<file path="src/rtl/dma_axi_simple_chunk_sched.sv">
// dma_axi_simple_chunk_sched
// Splits a CSR-programmed DMA job into 4 KB-safe read/write chunk commands.
module dma_axi_simple_chunk_sched #(
    parameter int AXI_WIDTH_AD = 32,
    parameter int AXI_WIDTH_DA = 32
) (
    input  logic                    ACLK,
    input  logic                    ARESETn,
    input  logic                    DMA_EN,
    input  logic                    DMA_GO,
    input  logic [AXI_WIDTH_AD-1:0] DMA_SRC,
    input  logic [AXI_WIDTH_AD-1:0] DMA_DST,
    input  logic [15:0]             DMA_BNUM,
    input  logic [7:0]              DMA_CHUNK,
    output logic                    DMA_BUSY,
    output logic                    DMA_DONE,
    output logic                    RD_REQ,
    input  logic                    RD_ACK,
    output logic [AXI_WIDTH_AD-1:0] RD_ADDR,
    output logic [8:0]              RD_BNUM,
    input  logic                    RD_DONE,
    output logic                    WR_REQ,
    input  logic                    WR_ACK,
    output logic [AXI_WIDTH_AD-1:0] WR_ADDR,
    output logic [8:0]              WR_BNUM,
    input  logic                    WR_DONE
);

    localparam int ALIGN_LSB = $clog2(AXI_WIDTH_DA / 8);
    localparam int PADW      = AXI_WIDTH_AD - 9;

    typedef enum logic [2:0] {
        ST_IDLE,
        ST_CALC,
        ST_RD_REQ,
        ST_RD_WAIT,
        ST_WR_REQ,
        ST_WR_WAIT,
        ST_NEXT,
        ST_DONE
    } state_t;

    state_t                  state_q, state_d;
    logic                    go_q;
    logic                    abort_q;
    logic [AXI_WIDTH_AD-1:0] src_q, dst_q;
    logic [15:0]             rem_q;
    logic [8:0]              chk_q;
    logic [8:0]              step_q;

    logic [AXI_WIDTH_AD-1:0] src_al, dst_al;
    logic [15:0]             bnum_al;
    logic [7:0]              chunk_al;
    logic [8:0]              chk_al;
    logic [12:0]             page_s, page_d;
    logic [8:0]              step_c;
    logic                    start;
    logic                    stop;

    assign start = (state_q == ST_IDLE) && DMA_GO && !go_q && DMA_EN;
    assign stop  = abort_q || !DMA_EN;

    // Word-align the CSR job fields; a zero chunk means a full 256 bytes.
    always_comb begin
        src_al   = (DMA_SRC >> ALIGN_LSB) << ALIGN_LSB;
        dst_al   = (DMA_DST >> ALIGN_LSB) << ALIGN_LSB;
        bnum_al  = (DMA_BNUM >> ALIGN_LSB) << ALIGN_LSB;
        chunk_al = (DMA_CHUNK >> ALIGN_LSB) << ALIGN_LSB;
        chk_al   = (chunk_al == 8'd0) ? 9'd256 : {1'b0, chunk_al};
    end

    // Step size: remaining bytes, chunk limit and both 4 KB page tails.
    always_comb begin
        page_s = 13'd4096 - {1'b0, src_q[11:0]};
        page_d = 13'd4096 - {1'b0, dst_q[11:0]};
        step_c = chk_q;
        if (page_s < {4'd0, step_c}) step_c = page_s[8:0];
        if (page_d < {4'd0, step_c}) step_c = page_d[8:0];
        if (rem_q < {7'd0, step_c})  step_c = rem_q[8:0];
    end

    // Sequencer next state; an abort lets an issued command finish first.
    always_comb begin
        state_d = state_q;
        unique case (state_q)
            ST_IDLE: begin
                if (start) state_d = ST_CALC;
            end
            ST_CALC: begin
                if (stop)                state_d = ST_IDLE;
                else if (rem_q == 16'd0) state_d = ST_DONE;
                else                     state_d = ST_RD_REQ;
            end
            ST_RD_REQ: begin
                if (RD_ACK) begin
                    if (!RD_DONE)  state_d = ST_RD_WAIT;
                    else if (stop) state_d = ST_IDLE;
                    else           state_d = ST_WR_REQ;
                end
            end
            ST_RD_WAIT: begin
                if (RD_DONE) state_d = stop ? ST_IDLE : ST_WR_REQ;
            end
            ST_WR_REQ: begin
                if (WR_ACK) begin
                    if (!WR_DONE)  state_d = ST_WR_WAIT;
                    else if (stop) state_d = ST_IDLE;
                    else           state_d = ST_NEXT;
                end
            end
            ST_WR_WAIT: begin
                if (WR_DONE) state_d = stop ? ST_IDLE : ST_NEXT;
            end
            ST_NEXT: begin
                state_d = stop ? ST_IDLE : ST_CALC;
            end
            ST_DONE: begin
                state_d = ST_IDLE;
            end
            default: state_d = ST_IDLE;
        endcase
    end

    // State, GO edge detector and sticky abort flag.
    always_ff @(posedge ACLK or negedge ARESETn) begin
        if (!ARESETn) begin
            state_q <= ST_IDLE;
            go_q    <= 1'b0;
            abort_q <= 1'b0;
        end else begin
            state_q <= state_d;
            go_q    <= DMA_GO;
            abort_q <= (state_q != ST_IDLE) && stop;
        end
    end

    // Job registers: latched on start, stepped after each write completes.
    always_ff @(posedge ACLK or negedge ARESETn) begin
        if (!ARESETn) begin
            src_q  <= '0;
            dst_q  <= '0;
            rem_q  <= '0;
            chk_q  <= '0;
            step_q <= '0;
        end else begin
            if (start) begin
                src_q <= src_al;
                dst_q <= dst_al;
                rem_q <= bnum_al;
                chk_q <= chk_al;
            end
            if (state_q == ST_CALC) step_q <= step_c;
            if (state_q == ST_NEXT) begin
                src_q <= src_q + {{PADW{1'b0}}, step_q};
                dst_q <= dst_q + {{PADW{1'b0}}, step_q};
                rem_q <= rem_q - {7'd0, step_q};
            end
        end
    end

    assign DMA_BUSY = (state_q != ST_IDLE) && (state_q != ST_DONE);
    assign DMA_DONE = (state_q == ST_DONE);
    assign RD_REQ   = (state_q == ST_RD_REQ);
    assign WR_REQ   = (state_q == ST_WR_REQ);
    assign RD_ADDR  = src_q;
    assign WR_ADDR  = dst_q;
    assign RD_BNUM  = step_q;
    assign WR_BNUM  = step_q;

endmodule

</file>
<file path="config.mk">
export PLATFORM = sky130hd
export DESIGN_NAME = dma_axi_simple_chunk_sched
export DESIGN_NICKNAME = d
export VERILOG_FILES = /design/src/rtl/dma_axi_simple_chunk_sched.sv
export SDC_FILE = /design/constraint.sdc
export NUM_CORES = 1
export LEC_CHECK = 0
export CAP_MARGIN = 10
export CORE_ASPECT_RATIO = 1.75
export CORE_MARGIN = 2
export CORE_UTILIZATION = 60
export DETAILED_ROUTE_END_ITERATION = 8
export DONT_BUFFER_PORTS = 1
export PLACE_DENSITY = 0.86
export SETUP_SLACK_MARGIN = 0.2
export SLEW_MARGIN = 5
export SYNTH_ARGS = -nofsm -noshare
export SYNTH_HDL_FRONTEND = slang
export SYNTH_SLANG_ARGS = --single-unit
</file>
<file path="constraint.sdc">
create_clock -name ACLK -period 7 [get_ports ACLK]
set_input_delay 1.05 -clock ACLK [delete_from_list [all_inputs] [get_ports ACLK]]
set_output_delay 1.05 -clock ACLK [all_outputs]
set_load 0.01 [all_outputs]
</file>
==> results_dict.tcl <==
set metrics [dict create \
    power.density_nw_per_um2 516 \
    synth.distinct_cells 68 \
    yosysWarnings 0 \
    maxCapViolations 0 \
    crit_path_max_fanout 11 \
    via_per_inst 6.75 \
    required_ps 7240 \
    ys_ff_latch 101 \
    outcome "finished clean" \
    initial_core_util_pct 60.8 \
    setup_violations 0 \
    numCtsBuffers 9 \
    drt-initial-drc-count 444 \
    clk_path_buf_depth 2 \
    drc 0 \
    mostFrequentLayoutCells "100 x dfrtp_1, 83 x nand2_1, 70 x nor2_1, 57 x a21oi_1, 55 x inv_1" \
    timing.rr.start "RD_ADDR[1]" \
    syn_avg_cell_area_um2 8.51 \
    layout_commonest_cell "dfrtp_1" \
    gp_congestion 0.923 \
    h-tree-depth 3 \
    first_pass_iters 5 \
    post_dp_cell_area_um2 7300 \
    startpoint "RD_ADDR[1]" \
    max_stage_delay_ps 470 \
    grt_max_degree 102 \
    synth_edf_count 0 \
    post-route-min-period_ps 6430 \
    finalWirelength_um 20300 \
    grt_usage_pct 31.1 \
    row_count 53 \
    r2r_slack_ps 570 \
    tightest_slew_ps 1200 \
    clkLatencyLatePin_ps 350 \
    post-route-period-util_pct 91.9 \
    grt_pass1_vias 6552 \
    stdcell_area_um2 7710 \
    syn_area_um2 7250 \
    port_buffers 0 \
    clock.fmax_ghz 0.155 \
    overflow 0 \
    die_y_um 149 \
    antenna_cells 0 \
    startpoint_type "flop" \
    tritoncts "done" \
    core_region_area_um2 11900 \
    critPathArrivalTime_ps 6670 \
    hold_viol 0 \
    die_w_um 87.1 \
    syn_inst 852 \
    layout-drive-gt1-share_pct 6.33 \
    ir_worst_vdd_uv 224 \
    wl_per_cell_um 20.8 \
    antenna_found_initial 0 \
    synth_nets 1000 \
    critPathTopFamily "compound AO/OA/AOI/OAI gates" \
    die_area_um2 13000 \
    synth_flop_cell "dfrtp_1" \
    io-pin-count 182 \
    slew_headroom_pct 19.8 \
    p_leak_nw 3.40 \
    ant_nets 0 \
    rr_endpoint "RD_BNUM[4]" \
    area_growth_pct 6.33 \
    critPathBufInv 4 \
    grt_pass1_wl_um 31800 \
    final_nets 980 \
    num_vias 6570 \
    clkSinkCount 101 \
    rsz0062_at_grt "no" \
    cts-root-buf "clkbuf_16" \
    slowest_stage "dfrtp_2" \
    crit_type "flop to flop" \
    path_clk_slew_ps 70 \
    ff2ff_path_depth 32 \
    slew_violations 0 \
    timing.setup.tns_ps 0 \
    ys_async_sr_fraction_pct 100 \
    yosysSeqAreaShare_pct 34.8 \
    worstHoldPathType "primary input to asynchronous set/reset pin" \
    skew_ps 8.15 \
    worst_setup_path_end_kind "flop" \
    hpwl_um 14100 \
]
## worst max-delay path by stage
stage               slack, ps    endpoint  cells past startpoint
detailed placement        190  RD_BNUM[8]                     31
global placement          380  RD_BNUM[3]                     31
floorplan                 710  RD_BNUM[5]                     32
finish                    570  RD_BNUM[4]                     32
CTS                       260  RD_BNUM[4]                     32
global route              140  RD_BNUM[4]                     33
## per-stage QoR
| stage | worst slack (ps) | instances | hold WS (ps) | util [%] | power [mW] |
|---|---|---|---|---|---|
| finish | 568 | 974 | 383 | 64.6 | 3.98 |
| global route | 142 | 974 | 370 | 64.6 | 4.29 |
| CTS | 263 | 972 | 372 | 64.1 | 3.93 |
| detailed placement | 186 | 952 | 477 | 61.1 | 3.36 |
| global placement | 381 | 952 | 468 | 61.1 | 3.28 |
| floorplan | 705 | 852 | 450 | - | 2.88 |
## report_power, final
group / switching, mW / total, mW / internal (mW) / leakage (nW)
Sequential: 0.576 / 1.43 / 0.854 / 1.20
Clock: 0.236 / 0.549 / 0.313 / 0.145
Combinational: 1.12 / 2.00 / 0.885 / 2.06
Total: 1.93 / 3.98 / 2.05 / 3.40
## cells in the mapped netlist (all sizes together), types with 5 or more instances
cell	instances	area, um^2
o31ai	6	45.0
xnor2	20	175
mux2	5	56.3
a211oi	15	125
ha	49	613
clkbuf	31	116
o21bai	9	67.6
nor2	73	282
a311oi	9	96.4
xor2	13	114
nor4	10	62.6
a31oi	10	62.6
nand2b	10	62.6
dfrtp	101	2530
mux2i	16	160
nand3	20	100
nor3	26	135
a221o	5	50.1
o22ai	19	119
o311ai	11	96.3
o211ai	8	60.1
or3	6	42.5
nor2b	12	75.1
inv	56	210
a21oi	57	285
a21o	17	128
o21ai	55	287
buf	15	97.6
nand2	83	312
and3	16	100
nand4	6	37.5
a22oi	10	75.1
o21a	7	52.6
## per-layer routing
layer	vias up	global-route usage, %	share of wire (%)
met5	-	0	0
met4	0	15.9	4.2
met3	57	7.67	7.1
met2	248	54.4	52
met1	3211	34.2	37
li1	3054	-	-
## registers in the layout (all words and copies together), names as in the netlist
signal and count:
RD_ADDR 32, WR_ADDR 32, rem_q 16, RD_BNUM 9, chk_q 7, state_q 3, abort_q 1, go_q 1
## cell families (layout without fill, tap and decap cells)
| kind of cell | Yosys count | in the layout | synth area share, % |
|---|---|---|---|
| flip-flops | 101 | 101 | 34.8 |
| AND/OR/NAND/NOR | 279 | 279 | 18.4 |
| XOR/XNOR | 33 | 33 | 3.98 |
| buffers and inverters | 102 | 87 | 5.85 |
| adder cells (fa/ha/maj) | 52 | 52 | 9.28 |
| multiplexers | 21 | 21 | 2.98 |
| AO/OA/AOI/OAI | 264 | 264 | 24.7 |
## area by class of cell
type / count / area (um^2)
clock buffer: 10 / 229
clock inverter: 6 / 87.6
fill: 988 / 4220
inverter: 56 / 210
multi-input combinational: 649 / 4370
sequential: 101 / 2530
tap: 137 / 171
timing repair buffer: 15 / 116
## what timing repair did
action | in CTS | in global routing
setup endpoints to repair | 8 | 8
cloned | 0 | 0
hold buffers | 0 | 0
gates resized for setup | 2 | 9
pin swaps | 1 | 2
setup buffers | 4 | 2
Power figures use the tool's default switching activity.
